## src/rtl/led_ctrl_pkg.sv

```systemverilog
// Shared types for the LED pattern controller: channel modes and the
// configuration handshake states.
package led_ctrl_pkg;

    localparam int MODE_W = 2;

    typedef enum logic [MODE_W-1:0] {
        LED_OFF   = 2'd0,
        LED_ON    = 2'd1,
        LED_BLINK = 2'd2,
        LED_PWM   = 2'd3
    } led_mode_t;

    typedef enum logic {
        CFG_IDLE    = 1'b0,
        CFG_PENDING = 1'b1
    } cfg_state_t;

endpackage

```

## src/rtl/led_pwm_channel.sv

```systemverilog
// One LED channel: selects the raw drive level from the channel's active mode
// and the shared blink / PWM counters. Purely combinational.
module led_pwm_channel
    import led_ctrl_pkg::*;
#(
    parameter int PWM_W = 8
) (
    input  logic [MODE_W-1:0] mode,
    input  logic [PWM_W-1:0]  duty,
    input  logic              blink,
    input  logic [PWM_W-1:0]  pwm_cnt,
    output logic              raw
);

    always_comb begin
        // NOTE: assigning a default before the case keeps every path driven, so no latch is inferred.
        raw = 1'b0;
        case (led_mode_t'(mode))
            LED_OFF:   raw = 1'b0;
            LED_ON:    raw = 1'b1;
            LED_BLINK: raw = blink;
            LED_PWM:   raw = (pwm_cnt < duty);
            default:   raw = 1'b0;
        endcase
    end

endmodule

```

## src/rtl/led_pattern_ctrl.sv

```systemverilog
// N-channel LED pattern generator with a valid/ready configuration port.
// Writes land in a shadow entry and are applied only on a PWM period wrap.
module led_pattern_ctrl
    import led_ctrl_pkg::*;
#(
    parameter int NUM_LEDS   = 4,
    parameter int LOG2DELAY  = 25,
    parameter int PWM_W      = 8,
    parameter bit ACTIVE_LOW = 1'b0,
    localparam int CHAN_W    = $clog2(NUM_LEDS) + 1
) (
    input  logic                clk,
    input  logic                rst_n,
    input  logic                cfg_valid,
    output logic                cfg_ready,
    input  logic [CHAN_W-1:0]   cfg_chan,
    input  logic [MODE_W-1:0]   cfg_mode,
    input  logic [PWM_W-1:0]    cfg_duty,
    output logic                cfg_err,
    output logic                commit_o,
    output logic [NUM_LEDS-1:0] led_o
);

    logic [LOG2DELAY-1:0] presc;
    logic [NUM_LEDS-1:0]  blink_cnt;
    logic [PWM_W-1:0]     pwm_cnt;
    logic                 tick;
    logic                 pwm_wrap;

    led_mode_t            act_mode [NUM_LEDS];
    logic [PWM_W-1:0]     act_duty [NUM_LEDS];

    cfg_state_t           state;
    logic [CHAN_W-1:0]    sh_chan;
    led_mode_t            sh_mode;
    logic [PWM_W-1:0]     sh_duty;

    logic [NUM_LEDS-1:0]  raw;
    logic                 accept;
    logic                 chan_ok;

    assign tick     = &presc;
    assign pwm_wrap = &pwm_cnt;
    assign accept   = cfg_valid && cfg_ready;
    assign chan_ok  = (cfg_chan < CHAN_W'(NUM_LEDS));

    // Blink counter wraps naturally at all-ones; bit i toggles every 2**i ticks.
    always_ff @(posedge clk) begin
        // NOTE: state registers use non-blocking assignments so every flop samples pre-edge values.
        if (!rst_n) begin
            presc     <= '0;
            blink_cnt <= '0;
            pwm_cnt   <= '0;
        end else begin
            presc   <= presc + 1'b1;
            pwm_cnt <= pwm_cnt + 1'b1;
            if (tick) begin
                blink_cnt <= blink_cnt + 1'b1;
            end
        end
    end

    always_ff @(posedge clk) begin
        if (!rst_n) begin
            state     <= CFG_IDLE;
            cfg_ready <= 1'b1;
            cfg_err   <= 1'b0;
            commit_o  <= 1'b0;
            sh_chan   <= '0;
            sh_mode   <= LED_OFF;
            sh_duty   <= '0;
            // NOTE: the active table is a handful of flops, not a RAM, so it is reset to OFF with everything else.
            for (int i = 0; i < NUM_LEDS; i++) begin
                act_mode[i] <= LED_OFF;
                act_duty[i] <= '0;
            end
        end else begin
            cfg_err  <= accept && !chan_ok;
            commit_o <= 1'b0;
            case (state)
                CFG_IDLE: begin
                    if (accept && chan_ok) begin
                        sh_chan   <= cfg_chan;
                        sh_mode   <= led_mode_t'(cfg_mode);
                        sh_duty   <= cfg_duty;
                        cfg_ready <= 1'b0;
                        state     <= CFG_PENDING;
                    end
                end
                CFG_PENDING: begin
                    // Applying only at the period wrap keeps PWM outputs glitch-free.
                    if (pwm_wrap) begin
                        for (int i = 0; i < NUM_LEDS; i++) begin
                            if (sh_chan == CHAN_W'(i)) begin
                                act_mode[i] <= sh_mode;
                                act_duty[i] <= sh_duty;
                            end
                        end
                        commit_o  <= 1'b1;
                        cfg_ready <= 1'b1;
                        state     <= CFG_IDLE;
                    end
                end
                default: state <= CFG_IDLE;
            endcase
        end
    end

    for (genvar g = 0; g < NUM_LEDS; g++) begin : g_chan
        led_pwm_channel #(
            .PWM_W (PWM_W)
        ) u_chan (
            .mode    (act_mode[g]),
            .duty    (act_duty[g]),
            .blink   (blink_cnt[g]),
            .pwm_cnt (pwm_cnt),
            .raw     (raw[g])
        );
    end

    always_ff @(posedge clk) begin
        if (!rst_n) begin
            led_o <= {NUM_LEDS{ACTIVE_LOW}};
        end else begin
            led_o <= raw ^ {NUM_LEDS{ACTIVE_LOW}};
        end
    end

endmodule
```

## config.mk

```make
export PLATFORM = sky130hd
export DESIGN_NAME = led_pattern_ctrl
export DESIGN_NICKNAME = d
export VERILOG_FILES = /design/src/rtl/led_ctrl_pkg.sv /design/src/rtl/led_pwm_channel.sv /design/src/rtl/led_pattern_ctrl.sv
export SDC_FILE = /design/constraint.sdc
export NUM_CORES = 1
export LEC_CHECK = 0
export ABC_AREA = 0
export CORE_MARGIN = 2
export CORE_UTILIZATION = 60
export CTS_BUF_LIST = sky130_fd_sc_hd__clkbuf_8
export DETAILED_ROUTE_END_ITERATION = 10
export GPL_ROUTABILITY_DRIVEN = 0
export HOLD_SLACK_MARGIN = 0.06
export PLACE_DENSITY = 0.85
export SYNTH_ARGS = -nofsm -noshare
export SYNTH_HDL_FRONTEND = slang
export SYNTH_SLANG_ARGS = --single-unit
```

## constraint.sdc

```tcl
create_clock -name clk -period 2.8 [get_ports clk]
set_input_delay 0.56 -clock clk [delete_from_list [all_inputs] [get_ports clk]]
set_output_delay 0.56 -clock clk [all_outputs]
set_load 0.01 [all_outputs]
```

==> impl_metrics.env, run 1 <==
export IMPL_cts_buffer_depth=2
export IMPL_highest_layer="met4"
export IMPL_synth_top_cell_area_share=0.256
export IMPL_fin_crit_sh=0.841
export IMPL_synthTopCellsByArea="edfxtp_1, dfxtp_1, ha_1, nand2_1, nor2_1"
export IMPL_drv_slew=0
export IMPL_cts_resized=0
export IMPL_layoutNonFillerInstCount=602
export IMPL_antenna_left=0
export IMPL_initial_core_util=0.613
export IMPL_grt_max_degree=42
export IMPL_path_cells="ha_1, nand3_1, nor3_1, nand2_1, or2_1, o21ai_0, buf_4"
export IMPL_crit_family="simple AND/OR/NAND/NOR gates"
export IMPL_totalWireLength_mm=8.84
export IMPL_startpoint_type="flip-flop"
export IMPL_synth_net_count=520
export IMPL_clkSinkCount=98
export IMPL_cp_slowest_cell="dfxtp_1"
export IMPL_sequentialPowerShare=0.572
export IMPL_tightest_slew_ps=516
export IMPL_grt_overflow=0
export IMPL_grt_antenna_before_repair=0
export IMPL_ys_ff_latch=98
export IMPL_path_buf_inv=1
export IMPL_ys_warn_count=0
export IMPL_fin_crit_ps=2350
export IMPL_tritoncts="done"
export IMPL_die_area_mm2=0.00853
export IMPL_num_fill_cells=556
export IMPL_die_h_um=92.4
export IMPL_cts_buffers_inserted=9
export IMPL_skew_ps=12.7
export IMPL_ctsHoldBuffers=0
export IMPL_vdd_ir_drop_worst_v=0.000347
export IMPL_synth_avg_cell_area_um2=9.91
export IMPL_firstDrtPassIters=4
export IMPL_power_density_mw_per_mm2=526
export IMPL_place_hpwl_mm=6.16
export IMPL_syn_inst=473
export IMPL_rsz0062_at_grt="false"
export IMPL_design_core_area_mm2=0.00765
export IMPL_endpoint_kind="flip-flop"
export IMPL_ys_seq_area_frac=0.504
export IMPL_status="completed"
export IMPL_cts_setup_buffers=0
export IMPL_cts_root_buf="clkbuf_8"
export IMPL_port_buffers=22
export IMPL_final_setup_tns_ps=0
export IMPL_cp_arrival_ps=2410
export IMPL_layout_nets=542
export IMPL_synth_cell_types=39
export IMPL_wl_met3_um=408
export IMPL_cp_max_fo=10
export IMPL_switching_share=0.225
export IMPL_row_count=32
export IMPL_grt_pass1_wl_mm=14.7
export IMPL_synth_top_area_cell="edfxtp_1"
export IMPL_vias=3257
export IMPL_wl_per_cell_um=14.7
export IMPL_setup_viol=0
export IMPL_path_class="flip-flop to flip-flop"
export IMPL_clock_power_share=0.360
export IMPL_wl_met1_mm=4.12
export IMPL_clk_pin_slew_ps=100
export IMPL_fmax_ghz=0.425
export IMPL_syn_to_final_growth_pct=11.1
export IMPL_relSlewSlack=0.656
export IMPL_io_pins=23
export IMPL_antennaDiodeCount=0
export IMPL_drtIter0Drc=145
export IMPL_remaining_drc_errors=0
export IMPL_layout_drive_gt1_share=0.0620
export IMPL_cts_max_level=3
export IMPL_grt_total_usage=0.222
export IMPL_grt_pass1_vias=3098
export IMPL_final_cell_mix="dfxtp_1, nand2_1, nor2_1"
export IMPL_numPlacedInstances=586
export IMPL_final_common_cell="dfxtp_1"
export IMPL_critPathMaxStageDelay_ps=450
export IMPL_required_ps=2860
export IMPL_syn_area_mm2=0.00469
export IMPL_dr_wl_met2_mm=4.03
export IMPL_p_switching_uw=616
export IMPL_hold_class="flip-flop to flip-flop"
export IMPL_multiInputGateArea_mm2=0.00212
export IMPL_total_power_mw=2.74
export IMPL_p_leak_nw=2.11
export IMPL_vias_per_cell=5.41
export IMPL_final_hold_viol_count=0
export IMPL_combPwrFrac=0.068
export IMPL_regArea_mm2=0.00236
export IMPL_p_int_mw=2.13
export IMPL_clk_insertion_delay_late_ps=350
export IMPL_cap_violations=0
export IMPL_die_w_um=92.4
## worst register-to-register path: stages, from the launching register on
cell and delay, ps:
dfxtp_1 450, ha_1 250, nand3_1 110, nor3_1 420, nand2_1 130, or2_1 280
o21ai_0 210, buf_4 210
## logic make-up after synthesis
| logic type | after synthesis | synth area share |
|---|---|---|
| compound gates | 49 | 0.0726 |
| xor+xnor | 26 | 0.0486 |
| fa+ha+maj | 31 | 0.0828 |
| buf+inv | 49 | 0.0427 |
| flops | 98 | 0.504 |
| mux | 5 | 0.0107 |
| simple gates | 215 | 0.239 |
## registers in the layout, indices dropped and copies added (netlist names)
register,flops
act_duty,32
presc,25
act_mode,8
pwm_cnt,8
sh_duty,8
blink_cnt,4
led_o,4
sh_chan,3
sh_mode,2
cfg_err,1
cfg_ready,1
commit_o,1
state,1
## synth_stat cells
library cell / instances
nor4_2: 1
edfxtp_1: 40
nand2_1: 50
nor3_1: 12
and3_1: 6
a21boi_1: 2
or3_1: 6
or2_1: 1
nand4_1: 7
xnor2_1: 13
nand3_2: 1
xor2_1: 13
nor4_4: 1
mux2i_1: 5
nand3_1: 13
buf_6: 2
a21o_1: 4
nor4_1: 1
buf_2: 1
or4_4: 1
nor2_1: 50
a21oi_1: 4
o21ai_0: 15
ha_1: 31
o211ai_2: 2
a211oi_1: 4
and4_1: 2
nand4b_1: 4
dfxtp_1: 58
o31ai_2: 2
nand2b_1: 21
or4b_1: 1
and2_1: 29
clkbuf_1: 14
a21boi_0: 15
o31ai_1: 1
nor2b_1: 7
nand4_2: 1
inv_1: 32
## stage by stage
stage	area (um2)	util	hold slack [ps]	setup slack, ps
6_report	5210	0.681	443	446
5_1_grt	5210	0.681	478	327
4_1_cts	5210	0.681	448	479
3_5_place_dp	4990	0.653	434	510
3_3_place_gp	4990	0.653	424	580
2_1_floorplan	4690	-	413	299
## worst paths after layout
kind / from / end / slack [ps] / cells after the start
hold / removal: presc[0]$_SDFF_PN0_ / presc[0]$_SDFF_PN0_ / 440 / 1
hold reg to reg: presc[0]$_SDFF_PN0_ / presc[0]$_SDFF_PN0_ / 440 / 1
setup / recovery: pwm_cnt[1]$_SDFF_PN0_ / act_mode[1][0]$_SDFFCE_PN0P_ / 450 / 7
setup reg to reg: pwm_cnt[1]$_SDFF_PN0_ / act_mode[1][0]$_SDFFCE_PN0P_ / 450 / 7
## routing by layer
metal	up-vias	global-route usage
li1	1637	-
met1	1519	0.305
met2	82	0.338
met3	19	0.0366
met4	0	0.117
met5	-	0
## power by group through the flow
stage                     clock, mW  sequential, mW  combinational (mW)
after floorplan                   0            1.59               0.111
after global placement            0            1.60               0.179
after detailed placement          0            1.60               0.185
after CTS                      1.01            1.57               0.187
after global routing           1.05            1.57               0.210
final                         0.988            1.57               0.187
## cell type report
| cell class | instances | area share |
|---|---|---|
| Timing Repair Buffer | 28 | 0.0500 |
| Sequential cell | 98 | 0.454 |
| Inverter | 32 | 0.0231 |
| Clock buffer | 9 | 0.0238 |
| Tap cell | 102 | 0.0245 |
| Multi-Input combinational cell | 326 | 0.408 |
| Clock inverter | 7 | 0.0173 |
(Power assumes the default switching activity.)
==> run 2, diff against run 1 <==
- clock period: 2.8 -> 2.4 ns (I/O delays scaled with it)
==> impl_metrics.env, run 2 (synthesis gave the netlist of run 1 again) <==
export IMPL_cts_buffers_inserted=9
export IMPL_placed_cell_area_mm2=0.00504
export IMPL_cp_arrival_ps=2340
export IMPL_clk_pin_slew_ps=90
export IMPL_vias=3276
export IMPL_numPlacedInstances=590
export IMPL_die_h_um=92.4
export IMPL_p_leak_nw=2.14
export IMPL_row_count=32
export IMPL_required_ps=2480
export IMPL_vias_per_cell=5.41
export IMPL_hold_class="flip-flop to flip-flop"
export IMPL_antennaDiodeCount=0
export IMPL_vdd_ir_drop_worst_v=0.000386
export IMPL_dp_slack_ps=84.4
export IMPL_use_met3=0.0350
export IMPL_final_core_utilization=0.689
export IMPL_regMostFlops="act_duty"
export IMPL_setup_ws_ps=136
export IMPL_path_class="flip-flop to flip-flop"
export IMPL_endpoint_kind="flip-flop"
export IMPL_design_core_area_mm2=0.00765
export IMPL_syn_to_final_growth_pct=12.4
export IMPL_io_pins=23
export IMPL_setup_viol=0
export IMPL_antenna_left=0
export IMPL_ctsHoldBuffers=0
export IMPL_skew_ps=9.64
export IMPL_fmax_ghz=0.442
export IMPL_cp_max_fo=10
export IMPL_final_cell_mix="dfxtp_1, nand2_1, nor2_1"
export IMPL_drtIter0Drc=209
export IMPL_cts_max_level=3
export IMPL_startpoint_type="flip-flop"
export IMPL_cts_buffer_depth=2
export IMPL_status="completed"
export IMPL_relSlewSlack=0.698
export IMPL_grt_busiest_layer="met2"
export IMPL_layout_drive_gt1_share=0.0754
export IMPL_grt_max_degree=68
export IMPL_place_hpwl_mm=6.46
export IMPL_firstDrtPassIters=5
export IMPL_cts_root_buf="clkbuf_8"
export IMPL_total_power_mw=3.24
export IMPL_largest_register_ffs=32
export IMPL_cap_violations=0
export IMPL_grt_pass1_vias=3230
export IMPL_power_density_mw_per_mm2=615
export IMPL_totalWireLength_mm=8.90
export IMPL_port_buffers=22
export IMPL_tritoncts="done"
export IMPL_grt_overflow=0
export IMPL_design_area_mm2=0.00527
export IMPL_final_hold_viol_count=0
export IMPL_fin_crit_ps=2260
export IMPL_grt_pass1_wl_mm=15.2
export IMPL_die_area_mm2=0.00853
export IMPL_remaining_drc_errors=0
export IMPL_drv_slew=0
export IMPL_layout_nets=546
export IMPL_grt_total_usage=0.229
export IMPL_grt_use_met1=0.302
export IMPL_reg_top3="act_duty (32), presc (25)"
export IMPL_clkSinkCount=98
export IMPL_layoutNonFillerInstCount=606
export IMPL_grt_antenna_before_repair=0
export IMPL_die_w_um=92.4
export IMPL_initial_core_util=0.613
export IMPL_met2_usage=0.366
export IMPL_final_common_cell="dfxtp_1"
export IMPL_clk_insertion_delay_late_ps=360
export IMPL_tightest_slew_ps=453
export IMPL_rsz0062_at_grt="false"
export IMPL_wl_per_cell_um=14.7
export IMPL_fin_crit_sh=0.943
-- run 2: changes by cell type in the layout (fill, tap and decap cells not counted) --
cell      previous run  this run
buf_12               0         1
buf_4                6         9
clkinv_2             1         0
clkinv_4             0         1
inv_1               33        32
inv_4                2         3
inv_6                1         0
inv_8                0         1
nor3_1              12        11
nor3_2               0         1
o31ai_1              1         0
o31ai_2              2         3
-- run 2: final cells by class --
class                      count  area, um2
fill                         555       2380
inverter                      32        120
sequential                    98       2360
tap                          102        128
clock inverter                 7       98.8
clock buffer                   9        124
multi-input combinational    326       2130
timing repair buffer          32        303
-- run 2: per-stage QoR --
stage / hold slack, ps / setup TNS [ps]
after floorplan: 413 / -1490
after global placement: 423 / 0
after detailed placement: 433 / 0
after global routing: 478 / 0
after CTS: 448 / 0
final: 443 / 0
-- run 2: worst paths after layout --
kind	startpoint	to	slack [ps]	depth (start not counted)
worst max-delay path	pwm_cnt[1]$_SDFF_PN0_	act_duty[2][1]$_SDFFCE_PN0P_	140	7
worst min-delay path	presc[0]$_SDFF_PN0_	presc[0]$_SDFF_PN0_	440	1
worst max register to register	pwm_cnt[1]$_SDFF_PN0_	act_duty[2][1]$_SDFFCE_PN0P_	140	7
worst min register to register	presc[0]$_SDFF_PN0_	presc[0]$_SDFF_PN0_	440	1
-- run 2: where the power goes --
part	switching, mW	internal (mW)	total (mW)
clock	0.591	0.598	1.19
sequential	0.0384	1.79	1.83
combinational	0.117	0.107	0.224
-- run 2: timing repair --
action                                  4_1_cts  5_1_grt
endpoints found under the hold margin         0        0
endpoints found under the setup margin        0       49
resized for setup                             0        1
setup buffers                                 0        0
-- run 2: critical path, stage by stage, from the launching register on --
cell	delay, ps
dfxtp_1	460
ha_1	260
nand3_1	130
nor3_2	310
nand2_1	120
or2_1	280
o21ai_0	200
buf_4	210
-- run 2: per-layer routing --
layer  part of all wire  up-vias
met1               0.45     1491
li1                   -     1652
met3              0.052       23
met2               0.46      110
met5                  0        -
met4              0.036        0
